## config.mk

```make
export PLATFORM = sky130hd
export DESIGN_NAME = pwm_capture
export DESIGN_NICKNAME = d
export VERILOG_FILES = /design/src/rtl/pwm_capture_pkg.sv /design/src/rtl/pwm_edge_sync.sv /design/src/rtl/pwm_capture.sv
export SDC_FILE = /design/constraint.sdc
export NUM_CORES = 1
export LEC_CHECK = 0
export CELL_PAD_IN_SITES_DETAIL_PLACEMENT = 1
export CELL_PAD_IN_SITES_GLOBAL_PLACEMENT = 1
export CORE_MARGIN = 3
export CORE_UTILIZATION = 30
export DETAILED_ROUTE_END_ITERATION = 10
export GPL_TIMING_DRIVEN = 0
export PLACE_DENSITY = 0.59
export SLEW_MARGIN = 20
export SYNTH_ARGS = -nofsm -noshare
export SYNTH_HDL_FRONTEND = slang
export SYNTH_HIERARCHICAL = 1
export SYNTH_SLANG_ARGS = --single-unit
```

## constraint.sdc

```tcl
create_clock -name clk -period 2.7 [get_ports clk]
set_input_delay 0.54 -clock clk [delete_from_list [all_inputs] [get_ports clk]]
set_output_delay 0.54 -clock clk [all_outputs]
set_load 0.03 [all_outputs]
```

## src/rtl/pwm_capture_pkg.sv

```systemverilog
// Shared servo-PWM constants and capture FSM state encoding.
// Also used by the servo PWM driver so both ends agree on the pulse format.
package pwm_capture_pkg;

   localparam int unsigned PWM_CENTER_CNT  = 75_000;
   localparam int unsigned PWM_STEP_CNT    = 390;
   localparam int unsigned PWM_MIN_CNT     = 25_000;
   localparam int unsigned PWM_MAX_CNT     = 125_000;
   localparam int unsigned PWM_PERIOD_CNT  = 1_000_000;
   localparam int unsigned PWM_TIMEOUT_CNT = 1_100_000;
   localparam int unsigned ANGLE_W         = 8;
   localparam int unsigned CNT_W           = 20;
   localparam int unsigned IDLE_W          = 21;

   typedef enum logic [2:0] {
      ST_SYNC,
      ST_WAIT_RISE,
      ST_HIGH,
      ST_DIVIDE,
      ST_PUBLISH
   } state_t;

endpackage

```

## src/rtl/pwm_edge_sync.sv

```systemverilog
// 2-FF synchronizer with rise/fall pulses; PWM_CAPTURE_GLITCH_FILTER_EN adds
// a 16-clock stability filter ahead of the edge detector.
module pwm_edge_sync (
   input  logic clk,
   input  logic rst_a_n,
   input  logic i_pwm,
   output logic o_level,
   output logic o_rise,
   output logic o_fall
);

   logic r_meta;
   logic r_sync;
   logic r_prev;
   logic w_level;

   // Reset high so a pulse already in progress at release produces no rise.
   always_ff @(posedge clk or negedge rst_a_n) begin
      if (!rst_a_n) begin
         r_meta <= 1'b1;
         r_sync <= 1'b1;
      end else begin
         r_meta <= i_pwm;
         r_sync <= r_meta;
      end
   end

`ifdef PWM_CAPTURE_GLITCH_FILTER_EN
   logic       r_filt;
   logic [3:0] r_stable_cnt;

   always_ff @(posedge clk or negedge rst_a_n) begin
      if (!rst_a_n) begin
         r_filt       <= 1'b1;
         r_stable_cnt <= '0;
      end else if (r_sync == r_filt) begin
         r_stable_cnt <= '0;
      end else if (r_stable_cnt == 4'd15) begin
         r_filt       <= r_sync;
         r_stable_cnt <= '0;
      end else begin
         r_stable_cnt <= r_stable_cnt + 4'd1;
      end
   end

   assign w_level = r_filt;
`else
   assign w_level = r_sync;
`endif

   always_ff @(posedge clk or negedge rst_a_n) begin
      if (!rst_a_n) r_prev <= 1'b1;
      else          r_prev <= w_level;
   end

   assign o_level = w_level;
   assign o_rise  = w_level & ~r_prev;
   assign o_fall  = ~w_level & r_prev;

endmodule

```

## src/rtl/pwm_capture.sv

```systemverilog
// Servo-PWM decoder: measures high-pulse width and publishes a signed angle code.
// Optional input glitch filter: define PWM_CAPTURE_GLITCH_FILTER_EN.
module pwm_capture
   import pwm_capture_pkg::*;
#(
   parameter int unsigned CENTER_CNT  = PWM_CENTER_CNT,
   parameter int unsigned STEP_CNT    = PWM_STEP_CNT,
   parameter int unsigned MIN_CNT     = PWM_MIN_CNT,
   parameter int unsigned MAX_CNT     = PWM_MAX_CNT,
   parameter int unsigned TIMEOUT_CNT = PWM_TIMEOUT_CNT
) (
   input  logic        clk,
   input  logic        rst_a_n,
   input  logic        pwm_in,
   output logic [15:0] absolute_angle,
   output logic        is_negative,
   output logic        valid,
   output logic        range_err,
   output logic        timeout
);

   localparam logic [CNT_W-1:0]   L_CENTER = CNT_W'(CENTER_CNT);
   localparam logic [CNT_W-1:0]   L_STEP   = CNT_W'(STEP_CNT);
   localparam logic [CNT_W-1:0]   L_MIN    = CNT_W'(MIN_CNT);
   localparam logic [CNT_W-1:0]   L_MAX    = CNT_W'(MAX_CNT);
   localparam logic [IDLE_W-1:0]  L_TO     = IDLE_W'(TIMEOUT_CNT);
   localparam logic [ANGLE_W-1:0] L_MAG_MAX = ANGLE_W'(128);

   logic w_level;
   logic w_rise;
   logic w_fall;

   state_t r_state;
   state_t w_next;

   logic [CNT_W-1:0]   r_width;
   logic [CNT_W-1:0]   r_diff;
   logic [ANGLE_W-1:0] r_mag;
   logic               r_neg;
   logic               r_rerr;
   logic [IDLE_W-1:0]  r_idle;

   logic [15:0] r_angle;
   logic        r_is_neg;
   logic        r_valid;
   logic        r_range;
   logic        r_timeout;

   logic               w_neg;
   logic               w_oor;
   logic [CNT_W-1:0]   w_absdiff;
   logic               w_div_done;
   logic               w_idle_hit;

   pwm_edge_sync u_edge (
      .clk     (clk),
      .rst_a_n (rst_a_n),
      .i_pwm   (pwm_in),
      .o_level (w_level),
      .o_rise  (w_rise),
      .o_fall  (w_fall)
   );

   assign w_neg      = r_width < L_CENTER;
   assign w_absdiff  = w_neg ? (L_CENTER - r_width) : (r_width - L_CENTER);
   assign w_oor      = (r_width < L_MIN) || (r_width > L_MAX);
   assign w_div_done = r_rerr || (r_diff < L_STEP) || (r_mag == L_MAG_MAX);
   assign w_idle_hit = !w_rise && (r_idle == L_TO - IDLE_W'(1));

   always_comb begin
      w_next = r_state;
      case (r_state)
         ST_SYNC:      if (!w_level)   w_next = ST_WAIT_RISE;
         ST_WAIT_RISE: if (w_rise)     w_next = ST_HIGH;
         ST_HIGH:      if (w_fall)     w_next = ST_DIVIDE;
         ST_DIVIDE:    if (w_div_done) w_next = ST_PUBLISH;
         ST_PUBLISH:                   w_next = ST_WAIT_RISE;
         default:                      w_next = ST_SYNC;
      endcase
      if (w_idle_hit) w_next = ST_SYNC;
   end

   always_ff @(posedge clk or negedge rst_a_n) begin
      if (!rst_a_n) r_state <= ST_SYNC;
      else          r_state <= w_next;
   end

   always_ff @(posedge clk or negedge rst_a_n) begin
      if (!rst_a_n) begin
         r_idle <= '0;
      end else if (w_rise) begin
         r_idle <= '0;
      end else if (r_idle != L_TO) begin
         r_idle <= r_idle + IDLE_W'(1);
      end
   end

   // Width starts at 1 on the rise cycle so the latched value equals the high time.
   always_ff @(posedge clk or negedge rst_a_n) begin
      if (!rst_a_n) begin
         r_width <= '0;
         r_diff  <= '0;
         r_mag   <= '0;
         r_neg   <= 1'b0;
         r_rerr  <= 1'b0;
      end else begin
         case (r_state)
            ST_WAIT_RISE: if (w_rise) r_width <= CNT_W'(1);
            ST_HIGH: begin
               if (w_fall) begin
                  r_diff <= w_absdiff;
                  r_neg  <= w_neg;
                  r_rerr <= w_oor;
                  r_mag  <= w_oor ? L_MAG_MAX : '0;
               end else if (w_level && (r_width != '1)) begin
                  r_width <= r_width + CNT_W'(1);
               end
            end
            ST_DIVIDE: begin
               if (!w_div_done) begin
                  r_diff <= r_diff - L_STEP;
                  r_mag  <= r_mag + ANGLE_W'(1);
               end
            end
            default: ;
         endcase
      end
   end

   always_ff @(posedge clk or negedge rst_a_n) begin
      if (!rst_a_n) begin
         r_angle   <= '0;
         r_is_neg  <= 1'b0;
         r_valid   <= 1'b0;
         r_range   <= 1'b0;
         r_timeout <= 1'b0;
      end else begin
         r_valid <= 1'b0;
         r_range <= 1'b0;
         if (r_state == ST_PUBLISH) begin
            r_angle   <= {7'b0, r_mag, 1'b0};
            r_is_neg  <= r_neg && (r_mag != '0);
            r_valid   <= 1'b1;
            r_range   <= r_rerr;
            r_timeout <= 1'b0;
         end
         if (w_idle_hit) r_timeout <= 1'b1;
      end
   end

   assign absolute_angle = r_angle;
   assign is_negative    = r_is_neg;
   assign valid          = r_valid;
   assign range_err      = r_range;
   assign timeout        = r_timeout;

endmodule
```

==> results.yml <==
cells_and_area:
  layout-drive-gt1-share: 0.135
  nets: 674
  layout_common_cells: "dfrtp_1 (85), nor2_1 (75), nand2_1 (62)"
  multiInputGateArea_um2: 2960
  diodes: 0
  final_util: 0.361
  final_area_um2: 6300
  seq_area_um2: 2210
  area.growth.synth_to_final_pct: 16.7
  final_common_cell: "dfrtp_1"
  fillCellCount: 2039
sta:
  finalCriticalPeriod_ns: 2.61
  final.period_utilization: 0.968
  fin_worst_skew_ns: 0.00680
  fmaxAchievable_ghz: 0.383
  fin_hold_ws_ns: 0.0281
  setup_viol: 0
  relSlewSlack: 0.385
  slew_violations: 0
  tightestPinTransition_ns: 0.919
  hold_viol: 0
power:
  switching_power_mw: 1.67
  combPwrFrac: 0.291
  irDropWorstVdd_mv: 0.301
  power.density_nw_per_um2: 698
  p_int_mw: 2.72
  swShare: 0.380
  pwr-share-clk: 0.291
  seqPwrFrac: 0.418
  p_leak_nw: 2.61
worst_setup_path:
  critPathLaunchType: "flip-flop"
  arrival_ns: 2.83
  end_kind: "flip-flop"
  r2r-start: "r_width[12]$_DFFE_PN0P_"
  crit_type: "flip-flop to flip-flop"
  critPathLaunch: "r_width[12]$_DFFE_PN0P_"
  cp_max_fo: 10
  critPathRequiredTime_ns: 2.92
synthesis:
  ys_dominant_reg_cell: "dfrtp_1"
  ys_warn_count: 6
  synth_area_leaders: "dfrtp_1 (39%), nor2_1 (5.3%), xor2_1 (5.0%)"
  synth-async-reset-ratio: 1.00
  synth_top_area_cell: "dfrtp_1"
  synth-edff-count: 0
  netlist_instances: 619
  ys_ff_latch: 88
  synth.distinct_cells: 68
  syn_area_um2: 5400
  yosysTopAreaCellShare: 0.394
  synth-seq-area-share: 0.408
  syn_area_per_cell_um2: 8.72
route:
  first_iter_violations: 221
  drc: 0
  vias: 4780
  drtPass1Iterations: 4
  drt-total-wl_um: 16100
  wl_per_cell_um: 18.1
  avgViaCountPerCell: 5.36
  postRouteAntennaNets: 0
cts:
  path_clk_slew_ns: 0.07
  cts_tree: "built"
  cts_buffers: 9
  clk_path_buf_depth: 2
  cts_root_buffer: "clkbuf_16"
  ctsHtreeMaxLevel: 3
  clock_sinks: 88
  cts.hold.buffers_added: 0
  clock_latency_ns: 0.36
die:
  chipWidth_um: 140
  fp.dieArea_um2: 19600
  coreArea_um2: 17500
  pin_count: 23
  die_y_um: 140
  start_util: 0.309
  num_rows: 48
global_routing:
  grt_max_degree: 70
  grt_pass1_vias: 4945
  grt_overflow_total: 0
  grt_antenna_before_repair: 0
  grt_pass1_wl_um: 26600
  grt_use_total: 0.168
hold_path:
  min_path_type: "primary input to async pin"
placement:
  placed_cell_area_um2: 5880
  portBuffers: 14
  hpwl_um: 11700
  gp_congestion: 0.846
run_status:
  status: "finished, final reports clean"
run:
  drv_cap: 0
==> metal layers <==
layer | vias to the layer above | track usage | part of all wire
li1 | 2273 | - | -
met1 | 2408 | 0.237 | 0.50
met2 | 79 | 0.265 | 0.46
met3 | 20 | 0.0283 | 0.031
met4 | 0 | 0.0484 | 0.016
met5 | - | 0 | 0
==> power groups by stage <==
stage / sequential, mW / clock, mW / combinational, mW
after detailed placement: 1.85 / 0 / 1.26
final: 1.84 / 1.28 / 1.28
after floorplan: 1.84 / 0 / 0.835
after global routing: 1.88 / 1.38 / 1.44
after global placement: 1.84 / 0 / 1.23
after CTS: 1.83 / 1.32 / 1.27
==> critical path, stage by stage (launching register included) <==
cell	delay, ns
dfrtp_1	0.36
buf_2	0.20
o21ai_2	0.21
o21ai_1	0.17
o41ai_4	0.53
and2_4	0.25
buf_4	0.19
mux2i_1	0.26
xnor2_1	0.20
o21ai_0	0.11
==> sequential cells by signal (all words and copies together) (netlist names), 3 cells and up <==
register        flops
absolute_angle      8
r_mag               8
r_state             3
r_idle             21
r_diff             19
r_width            20
==> repair_timing <==
action,in CTS,in global routing
pin swaps,2,2
setup endpoints to repair,8,28
resized for setup,2,12
buffers inserted,0,10
==> cell type report <==
type                       instances  share of cell area
sequential                        88               0.350
timing repair buffer              25              0.0387
clock inverter                     7              0.0111
clock buffer                       9              0.0357
buffer                            45              0.0399
inverter                          18              0.0107
tap                              225              0.0447
multi-input combinational        475               0.469
==> synth_stat cells, drive strengths merged, types with 5 or more instances <==
library cell  count
a211oi            5
a21oi            43
a31oi            10
and3              8
buf              24
clkbuf           21
dfrtp            85
ha                9
inv              18
mux2             10
nand2            63
nand3            23
nand4            18
nor2             77
nor3             21
nor4              8
nor4b             5
o211ai            5
o21ai            42
o31ai             6
or3               9
xnor2            18
xor2             31
==> kinds of logic after synthesis <==
| kind of cell | Yosys count | share of synthesized area |
|---|---|---|
| and+or+nand+nor | 261 | 0.244 |
| AOI/OAI and AO/OA | 134 | 0.160 |
| DFF | 88 | 0.408 |
| buffers and inverters | 63 | 0.0584 |
| xor gates and xnor gates | 49 | 0.0795 |
| muxes | 14 | 0.0283 |
| adders and majority gates | 9 | 0.0209 |
| other | 1 | 0.000694 |
==> path summary, 6_finish.rpt <==
kind                                            end  slack, ns  cells past startpoint
setup / recovery              r_diff[8]$_DFFE_PN0P_       0.09                      9
min in group clk           u_edge/o_level$_DFF_PN1_       0.36                      0
setup reg to reg              r_diff[8]$_DFFE_PN0P_       0.09                      9
hold / removal                r_diff[5]$_DFFE_PN0P_       0.03                      1
max in group asynchronous   u_edge/r_prev$_DFF_PN1_       2.02                      2
hold reg to reg            u_edge/o_level$_DFF_PN1_       0.36                      0
==> stage by stage <==
step	power, mW	setup TNS (ns)	setup slack, ns	instances
2_1_floorplan	2.67	0	0.408	626
3_3_place_gp	3.07	-209.74	-2.43	865
3_5_place_dp	3.11	-0.177	-0.136	866
4_1_cts	4.42	0	0.00298	882
5_1_grt	4.70	-0.00489	-0.00489	892
6_report	4.40	0	0.0874	892
(Power assumes the default switching activity.)
